$ cat src/rtl/imem_loader_if.sv
// Byte stream, instruction-memory write port and status of the imem loader.
interface imem_loader_if #(
  parameter int ADDR_W = 8
);
  logic              start;
  logic [7:0]        byte_i;
  logic              byte_valid_i;
  logic              byte_ready_o;
  logic              mem_we_o;
  logic [31:0]       mem_addr_o;
  logic [31:0]       mem_wd_o;
  logic              cpu_rst_o;
  logic              busy_o;
  logic              done_o;
  logic              err_o;
  logic [ADDR_W:0]   word_count_o;

  modport master (
    input  start, byte_i, byte_valid_i,
    output byte_ready_o, mem_we_o, mem_addr_o, mem_wd_o,
    output cpu_rst_o, busy_o, done_o, err_o, word_count_o
  );

  modport slave (
    output start, byte_i, byte_valid_i,
    input  byte_ready_o, mem_we_o, mem_addr_o, mem_wd_o,
    input  cpu_rst_o, busy_o, done_o, err_o, word_count_o
  );
endinterface

$ cat src/rtl/imem_loader.sv
// Instruction-memory programmer: length header, LE words, XOR checksum.
module imem_loader #(
  parameter int ADDR_W = 8
) (
  input  logic          clk,
  input  logic          rst,
  imem_loader_if.master bus
);
  localparam int DEPTH = 2**ADDR_W;

  typedef enum logic [2:0] {
    IDLE, LEN, DATA, WRITE, CHECK, DONE, ERR
  } state_t;

  state_t            state;
  state_t            nxt;
  logic [1:0]        cnt;
  logic [15:0]       n;
  logic [ADDR_W-1:0] idx;
  logic [ADDR_W:0]   wcnt;
  logic [7:0]        chk;
  logic [23:0]       word;
  logic              acc;
  logic              restart;
  logic [15:0]       nlen;

  assign acc     = bus.byte_valid_i & bus.byte_ready_o;
  assign nlen    = {bus.byte_i, n[7:0]};
  assign restart = bus.start &
                   (state == IDLE || state == DONE || state == ERR);
  assign bus.word_count_o = wcnt;

  always_comb begin
    nxt = state;
    unique case (state)
      IDLE, DONE, ERR: if (bus.start) nxt = LEN;
      LEN: if (acc && cnt[0]) begin
        if (nlen == '0)              nxt = CHECK;
        else if (32'(nlen) > DEPTH)  nxt = ERR;
        else                         nxt = DATA;
      end
      DATA:  if (acc && cnt == 2'd3) nxt = WRITE;
      WRITE: nxt = (32'(wcnt) + 1 == 32'(n)) ? CHECK : DATA;
      CHECK: if (acc) nxt = (bus.byte_i == chk) ? DONE : ERR;
      default: nxt = IDLE;
    endcase
  end

  always_ff @(posedge clk) begin
    if (rst) begin
      state            <= IDLE;
      cnt              <= '0;
      n                <= '0;
      idx              <= '0;
      wcnt             <= '0;
      chk              <= '0;
      word             <= '0;
      bus.byte_ready_o <= 1'b0;
      bus.busy_o       <= 1'b0;
      bus.done_o       <= 1'b0;
      bus.err_o        <= 1'b0;
      bus.cpu_rst_o    <= 1'b1;
      bus.mem_we_o     <= 1'b0;
      bus.mem_addr_o   <= '0;
      bus.mem_wd_o     <= '0;
    end else begin
      state            <= nxt;
      bus.byte_ready_o <= nxt inside {LEN, DATA, CHECK};
      bus.busy_o       <= nxt inside {LEN, DATA, WRITE, CHECK};
      bus.done_o       <= nxt == DONE;
      bus.err_o        <= nxt == ERR;
      bus.cpu_rst_o    <= nxt != DONE;
      bus.mem_we_o     <= nxt == WRITE;
      if (restart) begin
        cnt  <= '0;
        idx  <= '0;
        wcnt <= '0;
        chk  <= '0;
      end
      if (acc) chk <= chk ^ bus.byte_i;
      if (state == LEN && acc) begin
        if (cnt[0]) n[15:8] <= bus.byte_i;
        else        n[7:0]  <= bus.byte_i;
        cnt <= {1'b0, ~cnt[0]};
      end
      if (state == DATA && acc) begin
        cnt <= cnt + 2'd1;
        // the 4th byte goes straight to the write port
        unique case (cnt)
          2'd0: word[7:0]   <= bus.byte_i;
          2'd1: word[15:8]  <= bus.byte_i;
          2'd2: word[23:16] <= bus.byte_i;
          2'd3: begin
            bus.mem_addr_o <= {{(30-ADDR_W){1'b0}}, idx, 2'b00};
            bus.mem_wd_o   <= {bus.byte_i, word};
          end
          default: ;
        endcase
      end
      if (state == WRITE) begin
        idx  <= idx + 1'b1;
        wcnt <= wcnt + 1'b1;
      end
    end
  end
endmodule

$ cat src/flat_wrapper.sv
// flat-port wrapper written by rule: the top's interface ports become plain ports
module imem_loader_flat 
#(
  parameter int ADDR_W = 8
)
  (clk, rst, bus_start, bus_byte_i, bus_byte_valid_i, bus_byte_ready_o, bus_mem_we_o, bus_mem_addr_o, bus_mem_wd_o, bus_cpu_rst_o, bus_busy_o, bus_done_o, bus_err_o, bus_word_count_o);
  imem_loader_if #(.ADDR_W(ADDR_W)) bus_i ();
  input  logic clk;
  input  logic rst;
  input wire logic [$bits(bus_i.start)-1:0] bus_start;
  input wire logic [$bits(bus_i.byte_i)-1:0] bus_byte_i;
  input wire logic [$bits(bus_i.byte_valid_i)-1:0] bus_byte_valid_i;
  output wire logic [$bits(bus_i.byte_ready_o)-1:0] bus_byte_ready_o;
  output wire logic [$bits(bus_i.mem_we_o)-1:0] bus_mem_we_o;
  output wire logic [$bits(bus_i.mem_addr_o)-1:0] bus_mem_addr_o;
  output wire logic [$bits(bus_i.mem_wd_o)-1:0] bus_mem_wd_o;
  output wire logic [$bits(bus_i.cpu_rst_o)-1:0] bus_cpu_rst_o;
  output wire logic [$bits(bus_i.busy_o)-1:0] bus_busy_o;
  output wire logic [$bits(bus_i.done_o)-1:0] bus_done_o;
  output wire logic [$bits(bus_i.err_o)-1:0] bus_err_o;
  output wire logic [$bits(bus_i.word_count_o)-1:0] bus_word_count_o;
  assign bus_i.start = bus_start;
  assign bus_i.byte_i = bus_byte_i;
  assign bus_i.byte_valid_i = bus_byte_valid_i;
  assign bus_byte_ready_o = bus_i.byte_ready_o;
  assign bus_mem_we_o = bus_i.mem_we_o;
  assign bus_mem_addr_o = bus_i.mem_addr_o;
  assign bus_mem_wd_o = bus_i.mem_wd_o;
  assign bus_cpu_rst_o = bus_i.cpu_rst_o;
  assign bus_busy_o = bus_i.busy_o;
  assign bus_done_o = bus_i.done_o;
  assign bus_err_o = bus_i.err_o;
  assign bus_word_count_o = bus_i.word_count_o;
  imem_loader #(.ADDR_W(ADDR_W)) u_core (.clk(clk), .rst(rst), .bus(bus_i));
endmodule
$ cat config.mk
export PLATFORM = sky130hd
export DESIGN_NAME = imem_loader_flat
export DESIGN_NICKNAME = d
export VERILOG_FILES = /design/src/rtl/imem_loader_if.sv /design/src/rtl/imem_loader.sv /design/src/flat_wrapper.sv
export SDC_FILE = /design/constraint.sdc
export NUM_CORES = 1
export LEC_CHECK = 0
export ABC_AREA = 1
export BUFFER_PORTS_ARGS = -buffer_cell sky130_fd_sc_hd__buf_2
export CELL_PAD_IN_SITES_DETAIL_PLACEMENT = 0
export CELL_PAD_IN_SITES_GLOBAL_PLACEMENT = 1
export CORE_MARGIN = 2
export CORE_UTILIZATION = 29
export CTS_BUF_LIST = sky130_fd_sc_hd__clkbuf_16
export CTS_CLUSTER_DIAMETER = 40
export DETAILED_ROUTE_END_ITERATION = 10
export PLACE_DENSITY = 0.67
export RECOVER_POWER = 50
export SLEW_MARGIN = 20
export SYNTH_ARGS = -nofsm -noshare
export SYNTH_HDL_FRONTEND = slang
export SYNTH_SLANG_ARGS = --single-unit
$ cat constraint.sdc
create_clock -name clk -period 2.01 [get_ports clk]
set_clock_uncertainty 0.05 [all_clocks]
set_input_delay 0.201 -clock clk [delete_from_list [all_inputs] [get_ports clk]]
set_output_delay 0.201 -clock clk [all_outputs]
set_load 0.005 [all_outputs]
==> metrics, run 1 <==
Initial Util 29.3%; Cell Area, Synth 5000 um^2; Synth top cells by count dfxtp_1, nand2_1, a21oi_1; CP most frequent cell nand2_2; Post-Syn Instances 664; Pleak 2.49 nW; RSZ-0062 raised after global routing yes; Final Max Slew Viols 0; chip height 135 um; DRT Pass-1 Iters 4; Pwr Density 889 nW/um^2; vias in the first global route 3976; pin count of the biggest net entering global routing 81; H-tree depth 4; post-synth top area share 46.4%; Reg power frac 42.2%; Hold Path Class in2reg; WS Path Type reg2reg; drt drc 0; top_reg_cell synth dfxtp_1; Final period util 97.1%; Via density 4.38; peak supply drop 0.613 mV; gr ovfl total 0; async set-reset flop share out of synthesis 0%; CTS sink count 116; WHS 0.0933 ns; Ys Warns 0; Worst-path clk slew 0.06 ns; Core ar. 17100 um^2; most common cell in the synthesized netlist dfxtp_1; Worst Setup End Kind flip-flop; TritonCTS clock tree built; wire per inst 12.9 um; critical path buffer and inverter count 1; number of port buffers 66; combinational share of power 4.6%; num rows 48; final setup violation count 0; min Tclk post-route 1.95 ns; DR vias 4314; status finished, final reports clean; Synth cell types 37; CP required 2.26 ns; ant diodes 0; Die W 135 um; EDFF count, synth 0; Final Net Count 764; Root Buffer clkbuf_16; Final Wtd Congestion 0.802; Clock Power Share 53.2%; Starting DRT DRC Count 167; Synth area leaders dfxtp_1, a21oi_1, o21ai_0; layout cells sized above 1 18.4%; initial antenna violation count 0; num ports 91; fmax 512 MHz; Routed Wire Length 12.7 mm; Power Internal 4.23 mW; clk_lat worst skew 0.42 ns; number of synthesized register bits 116; Clock Path Buffers 2; sequential area share after synthesis 46.4%; hold buffers post-CTS 0; Top Family by Delay on Critical Path simple AND/OR/NAND/NOR gates; Synth-to-Final Area Change 24.5%; DRT antenna net count 0; Yosys top cell by area dfxtp_1; max incr delay on CP 0.36 ns; Worst Path Arrival 2.20 ns; CTS buffer count 17; CP max FO 3; Hold Violations, Final 0; DP HPWL 8.87 mm; Tot Pwr 5.54 mW; net switching power of the design 1.31 mW; crit start category flip-flop; first-pass GRT wire length 20.4 mm; Tot GR Track Use 14.4%; critical path's slowest cell dfxtp_4; Switching Share 23.6%; Die Footprint 18300 um^2; crit-path cells ha_4 -> inv_2 -> nand2_2 -> nand2_2 -> nor2_2 -> nand2_1 -> nor2_1 -> nand3_1 -> nor2_2 -> nand3_2 -> nand2_2 -> nand2_1 -> nand3_2 -> nand2_1 -> nand2_2 -> a21oi_1; syn avg cell area 7.53 um^2; Max Cap Viol 0
registers in the layout, summed over array words and instances, names as in the netlist, 2 cells and up:
name,count
u_core.cnt,2
u_core.n,16
u_core.word,24
u_core.idx,8
u_core.state,3
u_core.bus.mem_addr_o,8
u_core.bus.mem_wd_o,32
u_core.bus.word_count_o,9
u_core.chk,8
metal layers:
metal	routed length [um]	up-vias	global-route usage [%]
li1	-	2305	-
met1	6260	1925	18.9
met2	5830	71	22.6
met3	469	13	4.00
met4	146	0	5.73
met5	0	-	0
placed cells by master (no fill, tap or decap), drive strengths merged:
master	n
a21oi	96
a221oi	1
a311oi	1
a31oi	1
buf	64
bufinv	2
clkbuf	44
clkinv	7
clkinvlp	4
conb	24
dfxtp	116
ha	6
inv	74
nand2	108
nand3	33
nand3b	2
nand4	9
nor2	59
nor3	7
o211ai	1
o21a	1
o21ai	84
o31ai	1
or2	4
xnor2	4
xor2	6
through the flow:
| step | utilization, % | setup WS (ns) | instances | area [um^2] | TNS, ns |
|---|---|---|---|---|---|
| after CTS | 36.4 | 0.0409 | 984 | 6210 | 0 |
| after detailed placement | 33.0 | 0.0637 | 952 | 5630 | 0 |
| after floorplan | - | 0.130 | 687 | 5090 | 0 |
| after global routing | 36.5 | -0.103 | 984 | 6230 | -0.230 |
| final | 36.5 | 0.0574 | 984 | 6230 | 0 |
| after global placement | 33.0 | 0.0788 | 952 | 5630 | 0 |
power groups by stage:
| stage | combinational (mW) | sequential (mW) | clock, mW |
|---|---|---|---|
| 6_report | 0.255 | 2.33 | 2.95 |
| 3_5_place_dp | 0.251 | 2.39 | 0 |
| 2_1_floorplan | 0.186 | 2.38 | 0 |
| 4_1_cts | 0.252 | 2.34 | 3.04 |
| 5_1_grt | 0.288 | 2.34 | 3.16 |
| 3_3_place_gp | 0.253 | 2.39 | 0 |
area by class of cell:
class / count / area, um^2
clock buffer: 17 / 425
fill: 1876 / 10800
multi-input combinational: 448 / 2260
sequential: 116 / 2330
inverter: 72 / 273
timing repair buffer: 91 / 504
tap: 225 / 282
clock inverter: 15 / 155
final timing paths:
check	start	end	slack (ns)	cells past startpoint
setup reg to reg	u_core.bus.word_count_o[1]$_SDFFE_PP0P_	u_core.bus.byte_ready_o$_SDFF_PP0_	0.06	16
hold / removal	bus_byte_i[7]	u_core.word[7]$_SDFFE_PP0P_	0.09	3
setup / recovery	u_core.bus.word_count_o[1]$_SDFFE_PP0P_	u_core.bus.byte_ready_o$_SDFF_PP0_	0.06	16
hold reg to reg	u_core.word[13]$_SDFFE_PP0P_	u_core.word[13]$_SDFFE_PP0P_	0.40	2
cells by family (layout without fill, tap and decap cells):
group,Yosys count,after routing,synth area share [%]
buf+inv,123,195,11.2
compound gates,186,186,19.1
flops,116,116,46.4
fa+ha+maj,6,6,1.50
simple gates,222,222,20.0
other cells,1,24,0.0750
xor+xnor,10,10,1.75
what timing repair did:
item	CTS	global route
hold endpoints to repair	0	0
gates resized for setup	0	17
buffers inserted	0	0
setup endpoints to repair	0	6
worst min-delay path, delay by kind of cell:
kind / cells / cell delay, ns
simple gates: 1 / 0.09
buf+inv: 1 / 0.15
compound gates: 1 / 0.06
(Power assumes the default switching activity.)
==> run 2, diff against run 1 <==
--- a/config.mk
+++ b/config.mk
@@ -9,14 +9,16 @@
 export BUFFER_PORTS_ARGS = -buffer_cell sky130_fd_sc_hd__buf_2
 export CELL_PAD_IN_SITES_DETAIL_PLACEMENT = 0
 export CELL_PAD_IN_SITES_GLOBAL_PLACEMENT = 1
+export CORE_ASPECT_RATIO = 1.2
 export CORE_MARGIN = 2
 export CORE_UTILIZATION = 29
 export CTS_BUF_LIST = sky130_fd_sc_hd__clkbuf_16
 export CTS_CLUSTER_DIAMETER = 40
 export DETAILED_ROUTE_END_ITERATION = 10
 export PLACE_DENSITY = 0.67
-export RECOVER_POWER = 50
+export RECOVER_POWER = 25
 export SLEW_MARGIN = 20
 export SYNTH_ARGS = -nofsm -noshare
 export SYNTH_HDL_FRONTEND = slang
 export SYNTH_SLANG_ARGS = --single-unit
+export TNS_END_PERCENT = 100
==> run 2 against run 1 <==
  * Worst hold slack worse by 0.019 ns
  * Flip-flop and latch count stayed put
  * Sequential power hardly changed
  * First-iteration DRC count rose by 66%
  * Utilization is 0.15 points higher
  * Critical path type unchanged
  * Largest power group unchanged
==> metrics, run 2 (same netlist as run 1, synthesis figures left out) <==
hold buffers post-CTS 0 (unchanged); Pwr Density 898 nW/um^2 (+0.97%); peak supply drop 0.610 mV (-0.44%); Worst Path Arrival 2.15 ns (-0.05 ns); Clock Path Buffers 2 (unchanged); Final period util 95.2% (-1.9 points); Core ar. 16900 um^2 (-1.2%); design area 6180 um^2 (-0.78%); combinational share of power 4.6% (about the same); DRT Pass-1 Iters 4 (unchanged); Clock Power Share 53.3% (about the same); clk_lat worst skew 0.42 ns (about the same); Worst-path clk slew 0.05 ns (about the same); number of port buffers 66 (unchanged); pin count of the biggest net entering global routing 70 (-14%); max reg flops 32 (unchanged); CTS buffer count 17 (unchanged); Final Wtd Congestion 0.789 (-1.6%); Power Internal 4.31 mW (+2.0%); H-tree depth 4 (unchanged); crit start category flip-flop; DP HPWL 8.76 mm (-1.3%); TritonCTS clock tree built; dpl cell area 5570 um^2 (-0.96%); final cell utilization of the core 36.7% (+0.15 points); ant diodes 0 (unchanged); Routed Wire Length 12.6 mm (-0.70%); commonest non-fill, non-tap cell in the layout dfxtp_1; Starting DRT DRC Count 278 (+66%); Max Cap Viol 0 (unchanged); fmax 523 MHz (+2.0%); status finished, final reports clean; Hold Path Class in2reg; min Tclk post-route 1.91 ns (-0.0388 ns); CP required 2.25 ns (about the same); Initial Util 29.7% (+0.36 points); Final Net Count 760 (-0.52%); CTS sink count 116 (unchanged); Final Non-Filler Cells 971 (-1.3%); vias in the first global route 4155 (+4.5%); Switching Share 22.3% (-1.4 points); Hold Violations, Final 0 (unchanged); layout cells sized above 1 18.5% (+0.098 points); DP Cell Count 939 (-1.4%); largest registers u_core.bus.mem_wd_o x32, u_core.word x24, u_core.n x16; GRT met1 Usage 17.8% (-1.1 points); DR vias 4397 (+1.9%); Final Max Slew Viols 0 (unchanged); RSZ-0062 raised after global routing yes; num rows 52 (+8.3%); gr ovfl total 0 (unchanged); commonest cells after routing, fill and taps aside dfxtp_1, nand2_1, a21oi_1, o21ai_0, inv_1; Worst Setup End Kind flip-flop; Die Footprint 18300 um^2 (about the same); Via density 4.53 (+3.3%); met2 GRT Util 21.9% (-0.72 points); num ports 91 (unchanged); Die W 124 um (-8.5%); Synth-to-Final Area Change 23.5%; Pleak 2.49 nW (+0.32%); chip height 148 um (+9.3%); drt drc 0 (unchanged); net switching power of the design 1.23 mW (-5.7%); Tot GR Track Use 14.0% (-0.49 points); CP max FO 3 (unchanged); Most Used Layer, Global Route met2; first-pass GRT wire length 20.0 mm (-2.0%); wire per inst 13.0 um (+0.63%); WS Path Type reg2reg; largest reg by FF count u_core.bus.mem_wd_o; Reg power frac 42.1% (about the same); DRT antenna net count 0 (unchanged); initial antenna violation count 0 (unchanged); Root Buffer clkbuf_16; GRT met3 Usage 4.32% (+0.32 points); final setup violation count 0 (unchanged)
run 2: cell types whose count changed in the layout (fill, tap and decap cells not counted), moves of 3 or more:
| cell | change |
|---|---|
| clkinv_2 | +4 |
| dfxtp_2 | +4 |
| dfxtp_1 | -3 |
| clkbuf_1 | -5 |
| inv_6 | -4 |
| inv_1 | +3 |
run 2: repair_timing:
| item | CTS | global route |
|---|---|---|
| endpoints found under the setup margin | 0 | 5 |
| resized for setup | 0 | 19 |
| setup buffers | 0 | 0 |
run 2: power by group through the flow:
stage / clock [mW] / sequential (mW) / combinational (mW)
2_1_floorplan: 0 / 2.38 / 0.186
3_3_place_gp: 0 / 2.38 / 0.245
3_5_place_dp: 0 / 2.38 / 0.248
4_1_cts: 3.01 / 2.34 / 0.250
5_1_grt: 3.12 / 2.34 / 0.287
6_report: 2.96 / 2.34 / 0.254
run 2: layout make-up:
type,count,area (um^2)
flip-flops and latches,116,2330
clock buffers,17,425
repair buffers,87,472
inverters,72,273
well taps,216,270
clock inverters,15,149
fillers,1788,10700
multi-input cells,448,2260
run 2: worst paths after layout:
check,from,end,depth (start not counted),slack (ns)
setup / recovery,u_core.bus.word_count_o[0]$_SDFFE_PP0P_,u_core.bus.busy_o$_SDFF_PP0_,16,0.1
hold / removal,bus_byte_i[7],u_core.word[7]$_SDFFE_PP0P_,3,0.07
setup reg to reg,u_core.bus.word_count_o[0]$_SDFFE_PP0P_,u_core.bus.busy_o$_SDFF_PP0_,16,0.1
hold reg to reg,u_core.word[5]$_SDFFE_PP0P_,u_core.bus.mem_wd_o[5]$_SDFFE_PP0P_,2,0.40
run 2: layer usage:
metal | share of wire (%) | wire (um) | up-vias
li1 | - | - | 2288
met1 | 48 | 6050 | 2003
met2 | 46 | 5770 | 81
met3 | 4.4 | 559 | 25
met4 | 1.9 | 237 | 0
met5 | 0 | 0 | -
run 2: stage by stage:
stage	setup TNS (ns)	hold slack [ns]	worst slack [ns]	total power [mW]
after floorplan	0	0.315	0.130	2.57
after global placement	0	0.389	0.114	2.63
after detailed placement	0	0.393	0.0795	2.63
after CTS	0	0.0628	0.0558	5.59
after global routing	-0.228	0.0706	-0.119	5.74
final	0	0.0742	0.0961	5.55
run 2: worst max-delay path: stages, from the launching register on:
cell	delay, ns
dfxtp_2	0.33
ha_4	0.28
inv_2	0.03
nand2_1	0.05
nand2_1	0.05
nor2_1	0.09
nand2_1	0.06
nor2_1	0.10
nand3_1	0.08
nor2_2	0.14
nand3_1	0.09
nand2_2	0.10
nand2_2	0.07
nand3_2	0.07
nand2_1	0.07
nand2_2	0.08
a21oi_2	0.06
